## src/rtl/cpumc_arbiter.sv

```systemverilog
// rtl/cpumc_arbiter.sv - cpumc bus arbiter: stalls the RP2A03 via RDY and sequences HCI single-byte accesses
// CPUMC_ARB_TIMEOUT_EN adds a bounded DRAIN and the drain_timeout_out sticky status.
module cpumc_arbiter #(
   parameter logic [15:0] IDLE_ADDR     = 16'h5000,
   parameter int          DRAIN_TIMEOUT = 16
) (
   input  logic        clk_in,
   input  logic        rst_in,
   input  logic [15:0] cpu_a_in,
   input  logic        cpu_r_nw_in,
   input  logic [7:0]  cpu_d_in,
   output logic        cpu_rdy_out,
   input  logic        hci_req_in,
   output logic        hci_gnt_out,
   input  logic        hci_stb_in,
   input  logic [15:0] hci_a_in,
   input  logic        hci_r_nw_in,
   input  logic [7:0]  hci_d_in,
   output logic        hci_ack_out,
   output logic [7:0]  hci_d_out,
   input  logic [7:0]  mem_d_in,
   output logic [15:0] mem_a_out,
   output logic        mem_r_nw_out,
   output logic [7:0]  mem_d_out
`ifdef CPUMC_ARB_TIMEOUT_EN
   ,
   output logic        drain_timeout_out
`endif
);

   localparam logic [2:0] S_CPU      = 3'd0;
   localparam logic [2:0] S_DRAIN    = 3'd1;
   localparam logic [2:0] S_HCI_IDLE = 3'd2;
   localparam logic [2:0] S_HCI_ADDR = 3'd3;
   localparam logic [2:0] S_HCI_DATA = 3'd4;
   localparam logic [2:0] S_RELEASE  = 3'd5;

   logic [2:0]  state;
   logic [2:0]  state_nxt;
   logic [2:0]  cur;
   logic [15:0] lat_a;
   logic        lat_r_nw;
   logic [7:0]  lat_d;
   logic        drain_expired;

`ifdef CPUMC_ARB_TIMEOUT_EN
   localparam int CNT_W = $clog2(DRAIN_TIMEOUT + 1);

   logic [CNT_W-1:0] drain_cnt;
   logic             timeout_flag;

   assign drain_expired     = (drain_cnt == CNT_W'(DRAIN_TIMEOUT - 1));
   assign drain_timeout_out = timeout_flag;

   always_ff @(posedge clk_in) begin
      if (rst_in) begin
         drain_cnt    <= '0;
         timeout_flag <= 1'b0;
      end else begin
         if (state == S_DRAIN)
            drain_cnt <= drain_cnt + 1'b1;
         else
            drain_cnt <= '0;
         // Set only when the grant is forced, i.e. the core never offered a read.
         if (state == S_DRAIN && hci_req_in && !cpu_r_nw_in && drain_expired)
            timeout_flag <= 1'b1;
         else if (state == S_RELEASE)
            timeout_flag <= 1'b0;
      end
   end
`else
   logic unused_drain_timeout;
   assign unused_drain_timeout = |DRAIN_TIMEOUT;
   assign drain_expired        = 1'b0;
`endif

   always_comb begin
      state_nxt = state;
      case (state)
         S_CPU:      if (hci_req_in) state_nxt = S_DRAIN;
         S_DRAIN: begin
            if (!hci_req_in)
               state_nxt = S_CPU;
            else if (cpu_r_nw_in || drain_expired)
               state_nxt = S_HCI_IDLE;
         end
         S_HCI_IDLE: begin
            if (hci_stb_in)
               state_nxt = S_HCI_ADDR;
            else if (!hci_req_in)
               state_nxt = S_RELEASE;
         end
         S_HCI_ADDR: state_nxt = S_HCI_DATA;
         S_HCI_DATA: state_nxt = S_HCI_IDLE;
         S_RELEASE:  state_nxt = S_CPU;
         default:    state_nxt = S_CPU;
      endcase
   end

   always_ff @(posedge clk_in) begin
      if (rst_in) begin
         state       <= S_CPU;
         lat_a       <= 16'h0000;
         lat_r_nw    <= 1'b1;
         lat_d       <= 8'h00;
         hci_ack_out <= 1'b0;
         hci_d_out   <= 8'h00;
      end else begin
         state       <= state_nxt;
         hci_ack_out <= (state == S_HCI_DATA);
         if (state == S_HCI_IDLE && hci_stb_in) begin
            lat_a    <= hci_a_in;
            lat_r_nw <= hci_r_nw_in;
            lat_d    <= hci_d_in;
         end
         if (state == S_HCI_DATA && lat_r_nw)
            hci_d_out <= mem_d_in;
      end
   end

   // Reset forces the CPU view immediately so an HCI write in flight never reaches memory.
   assign cur = rst_in ? S_CPU : state;

   always_comb begin
      cpu_rdy_out  = 1'b0;
      hci_gnt_out  = 1'b0;
      mem_a_out    = cpu_a_in;
      mem_r_nw_out = cpu_r_nw_in;
      mem_d_out    = cpu_d_in;
      case (cur)
         S_CPU:   cpu_rdy_out = 1'b1;
         S_DRAIN: cpu_rdy_out = 1'b0;
         S_HCI_IDLE: begin
            hci_gnt_out  = 1'b1;
            mem_a_out    = IDLE_ADDR;
            mem_r_nw_out = 1'b1;
            mem_d_out    = 8'h00;
         end
         S_HCI_ADDR: begin
            hci_gnt_out  = 1'b1;
            mem_a_out    = lat_a;
            mem_r_nw_out = lat_r_nw;
            mem_d_out    = lat_d;
         end
         S_HCI_DATA: begin
            hci_gnt_out  = 1'b1;
            mem_a_out    = lat_a;
            mem_r_nw_out = 1'b1;
            mem_d_out    = lat_d;
         end
         S_RELEASE: begin
            mem_a_out    = IDLE_ADDR;
            mem_r_nw_out = 1'b1;
            mem_d_out    = 8'h00;
         end
         default: cpu_rdy_out = 1'b1;
      endcase
   end

endmodule

```

## config.mk

```make
export PLATFORM = sky130hd
export DESIGN_NAME = cpumc_arbiter
export DESIGN_NICKNAME = d
export VERILOG_FILES = /design/src/rtl/cpumc_arbiter.sv
export SDC_FILE = /design/constraint.sdc
export NUM_CORES = 1
export LEC_CHECK = 0
export BUFFER_PORTS_ARGS = -buffer_cell sky130_fd_sc_hd__buf_2
export CAP_MARGIN = 0
export CORE_UTILIZATION = 49
export CTS_BUF_LIST = sky130_fd_sc_hd__clkbuf_8
export DETAILED_ROUTE_END_ITERATION = 7
export PLACE_DENSITY = 0.88
export SKIP_LAST_GASP = 1
export SYNTH_ARGS = -nofsm -noshare
export SYNTH_HDL_FRONTEND = slang
export SYNTH_SLANG_ARGS = --single-unit
```

## constraint.sdc

```tcl
create_clock -name clk_in -period 4.3 [get_ports clk_in]
set_clock_uncertainty 0.05 [all_clocks]
set_input_delay 0.86 -clock clk_in [delete_from_list [all_inputs] [get_ports clk_in]]
set_output_delay 0.86 -clock clk_in [all_outputs]
set_load 0.005 [all_outputs]
```

==> flow_results.xml <==
<?xml version="1.0" encoding="UTF-8"?>
<metrics>
  <group name="power">
    <metric name="power.density" unit="nW/µm²">347</metric>
    <metric name="total_leakage_power" unit="µW">0.00106</metric>
    <metric name="ir_worst_vdd" unit="mV">0.323</metric>
  </group>
  <group name="worst_setup_path">
    <metric name="worstSetupPathType" unit="">primary input to output port</metric>
    <metric name="required" unit="ps">3390</metric>
    <metric name="element_type_at_the_critical_path_start" unit="">primary input</metric>
    <metric name="worstSetupEndpointType" unit="">output port</metric>
    <metric name="path_max_fanout" unit="">43</metric>
    <metric name="worstPathArrival" unit="ps">2420</metric>
  </group>
  <group name="grt">
    <metric name="grt_antenna_before_repair" unit="">0</metric>
    <metric name="grt_pass1_wl" unit="µm">5710</metric>
    <metric name="overflow" unit="">0</metric>
    <metric name="track_usage" unit="%">21.0</metric>
    <metric name="first_global_vias" unit="">1326</metric>
    <metric name="pin_count_of_the_biggest_net_entering_global_routing" unit="">44</metric>
  </group>
  <group name="cts">
    <metric name="cts_root_buffer" unit="">sky130_fd_sc_hd__clkbuf_8</metric>
    <metric name="clk_transition_reported_paths" unit="ps">80</metric>
    <metric name="clock_insertion_delay_worst_skew" unit="ps">280</metric>
    <metric name="cts_inserted_buffers" unit="">5</metric>
    <metric name="numClockSinks" unit="">37</metric>
    <metric name="clock_tree.htree_level_count" unit="">2</metric>
    <metric name="cts.repair_timing.setup_buffer_count" unit="">0</metric>
    <metric name="post_cts_hold_fix_bufs" unit="">0</metric>
    <metric name="cts_max_path_buffers" unit="">2</metric>
    <metric name="clock_tree_from_tritoncts" unit="">done</metric>
    <metric name="cts_repair_resizes" unit="">0</metric>
  </group>
  <group name="placed_design">
    <metric name="io_buffers" unit="">97</metric>
    <metric name="gp_congestion" unit="">0.685</metric>
    <metric name="dp_hpwl" unit="µm">2800</metric>
    <metric name="detailed_place.area" unit="µm²">2200</metric>
  </group>
  <group name="run">
    <metric name="drv.max_cap_violation_count" unit="">0</metric>
  </group>
  <group name="die">
    <metric name="chip_height" unit="µm">61.2</metric>
    <metric name="initial_core_util" unit="%">51.5</metric>
    <metric name="std_cell_rows" unit="">21</metric>
    <metric name="die_x" unit="µm">61.2</metric>
    <metric name="area_of_the_die" unit="µm²">3750</metric>
    <metric name="io-pin-count" unit="">98</metric>
    <metric name="placeableCoreArea" unit="µm²">3340</metric>
  </group>
  <group name="sta">
    <metric name="fin_crit" unit="ps">3330</metric>
    <metric name="tightest_slew" unit="ps">1050</metric>
    <metric name="maxSlewHeadroom" unit="%">29.8</metric>
    <metric name="hold_viol" unit="">0</metric>
    <metric name="final_min_period_over_clock_period" unit="%">77.4</metric>
    <metric name="final.hold.worst_slack" unit="ps">407</metric>
    <metric name="setup-violations-final" unit="">0</metric>
    <metric name="tns" unit="ps">0</metric>
    <metric name="timing.final.max_slew_violations" unit="">0</metric>
    <metric name="timing.fmax" unit="GHz">0.300</metric>
    <metric name="rsz0062_at_grt" unit="">false</metric>
  </group>
  <group name="min_path">
    <metric name="holdCritPathClass" unit="">flop to flop</metric>
  </group>
  <group name="final_layout">
    <metric name="layout_overhead_on_the_synthesized_area" unit="%">34.9</metric>
    <metric name="num_antenna_cells" unit="">0</metric>
    <metric name="finish.instance_area" unit="µm²">2320</metric>
    <metric name="layout-drive-gt1-share" unit="%">37.5</metric>
    <metric name="regArea" unit="µm²">741</metric>
    <metric name="nNetsFinal" unit="">357</metric>
    <metric name="layout_fillers" unit="">295</metric>
    <metric name="multi_input_gate_area" unit="µm²">886</metric>
  </group>
  <group name="drt">
    <metric name="route.antenna.remaining_nets" unit="">0</metric>
    <metric name="wl_per_cell" unit="µm">11.8</metric>
    <metric name="wl" unit="µm">4030</metric>
    <metric name="num_vias" unit="">1700</metric>
    <metric name="drt-initial-drc-count" unit="">61</metric>
    <metric name="drt-pass1-iter-count" unit="">4</metric>
    <metric name="detail_route.drc_violations" unit="">0</metric>
    <metric name="via_per_inst" unit="">4.97</metric>
  </group>
  <group name="yosys">
    <metric name="largest_family_of_logic_cells_by_synthesized_area" unit="">compound AO/OA/AOI/OAI gates</metric>
    <metric name="synthSimpleGateAreaFrac" unit="%">21.1</metric>
    <metric name="portion_of_the_post_synthesis_area_used_by_sequential_elements" unit="%">43.1</metric>
    <metric name="synthesis.nets" unit="">270</metric>
    <metric name="synth.ff_latch_count" unit="">37</metric>
    <metric name="yosys-mux-area-fraction" unit="%">4.66</metric>
    <metric name="synth-compound-area-share" unit="%">24.5</metric>
    <metric name="post_synth_xor_xnor_area" unit="%">0</metric>
    <metric name="yosys_warnings" unit="">0</metric>
    <metric name="synth-adder-area-share" unit="%">0</metric>
    <metric name="syn_area" unit="µm²">1720</metric>
    <metric name="syn-mean-instance-area" unit="µm²">8.27</metric>
    <metric name="postSynthCellCount" unit="">208</metric>
    <metric name="post_synth_num_cell_types" unit="">31</metric>
  </group>
  <group name="status">
    <metric name="status" unit="">finished clean</metric>
  </group>
</metrics>
[registers in the layout (all words and copies together), names as in the netlist]
name	cells
lat_a	16
state	3
hci_ack_out	1
hci_d_out	8
lat_r_nw	1
lat_d	8
[stage by stage]
| step | utilization [%] | std cells | power (µW) | setup slack, ps |
|---|---|---|---|---|
| after floorplan | - | 208 | 447 | 1640 |
| after global placement | 65.9 | 334 | 504 | 973 |
| after detailed placement | 65.9 | 334 | 507 | 928 |
| after CTS | 69.5 | 342 | 813 | 925 |
| after global routing | 69.5 | 342 | 848 | 813 |
| final | 69.5 | 342 | 806 | 971 |
[power breakdown]
group          leakage (µW)  total (µW)  switching (µW)  internal, µW
logic              0.000706         129            59.8          68.9
registers          0.000300         370            14.4           355
clock network     0.0000574         308             119           188
total               0.00106         806             193           613
[final timing paths]
kind	startpoint	slack, ps	to	depth (start not counted)
hold reg to reg	lat_a[3]	410	lat_a[3]	2
setup reg to reg	state[1]	2160	lat_a[13]	3
hold / removal	lat_a[3]	410	lat_a[3]	2
setup / recovery	rst_in	970	mem_a_out[6]	4
[layout make-up]
type	instances	area share [%]
multi-input cells	148	38.2
well taps	46	2.48
flip-flops and latches	37	31.9
clock inverters	2	1.62
inverters	4	0.647
clock buffers	6	3.56
repair buffers	99	21.6
[layer usage]
| layer | GRT usage, % | up-vias | share of wire (%) | routed length (µm) |
|---|---|---|---|---|
| met5 | 0 | - | 0 | 0 |
| met4 | 7.79 | 0 | 0.62 | 25 |
| met3 | 5.25 | 2 | 5.5 | 221 |
| met2 | 36.3 | 59 | 49 | 1990 |
| met1 | 25.2 | 747 | 44 | 1790 |
| li1 | - | 892 | - | - |
[cell families after synthesis]
group,Yosys count
AND/OR/NAND/NOR,79
AO/OA/AOI/OAI,61
flip-flops,37
buffers and inverters,23
multiplexers,8
[Yosys cell counts, drive strengths merged]
cell type  number  area (µm²)
a22o           22         193
nor4bb          2        20.0
or3b            1        11.3
nor2b           1        6.26
nor3b           1        7.51
inv             4        15.0
nor4b           2        17.5
o21ai           4        20.0
buf            12        72.6
a21oi          27         146
nand2          51         191
or2b            1        7.51
nor2           13        48.8
mux2i           8        80.1
clkbuf          7        26.3
nand4bb         1        11.3
nand2b          1        6.26
a22oi           2        15.0
dfxtp          37         741
a211o           1        8.76
nand3b          4        30.0
o21a            1        7.51
o31ai           1        7.51
o21bai          1        7.51
a221oi          1        8.76
nor3            1        5.00
a21o            1        7.51
[cell usage in the layout (no fill, tap or decap), drive strengths merged]
cell type,netlist,routed
clkinvlp,0,1
nand3b,4,4
nor2,13,13
nand4bb,1,1
o31ai,1,1
a211o,1,1
o21bai,1,1
dfxtp,37,37
clkbuf,7,6
a22oi,2,2
nand2b,1,1
o21a,1,1
nor4bb,2,2
nor2b,1,1
nand2,51,51
nor4b,2,2
a221oi,1,1
nor3,1,1
a21o,1,1
bufinv,0,1
a22o,22,22
inv,4,4
buf,12,99
or3b,1,1
mux2i,8,8
o21ai,4,4
nor3b,1,1
or2b,1,1
a21oi,27,27
[critical path, cell delays in order]
cell and delay (ps):
sky130_fd_sc_hd__buf_2 590, sky130_fd_sc_hd__a21o_1 620, sky130_fd_sc_hd__a22o_1 230, sky130_fd_sc_hd__buf_2 110
(Power assumes the default switching activity.)
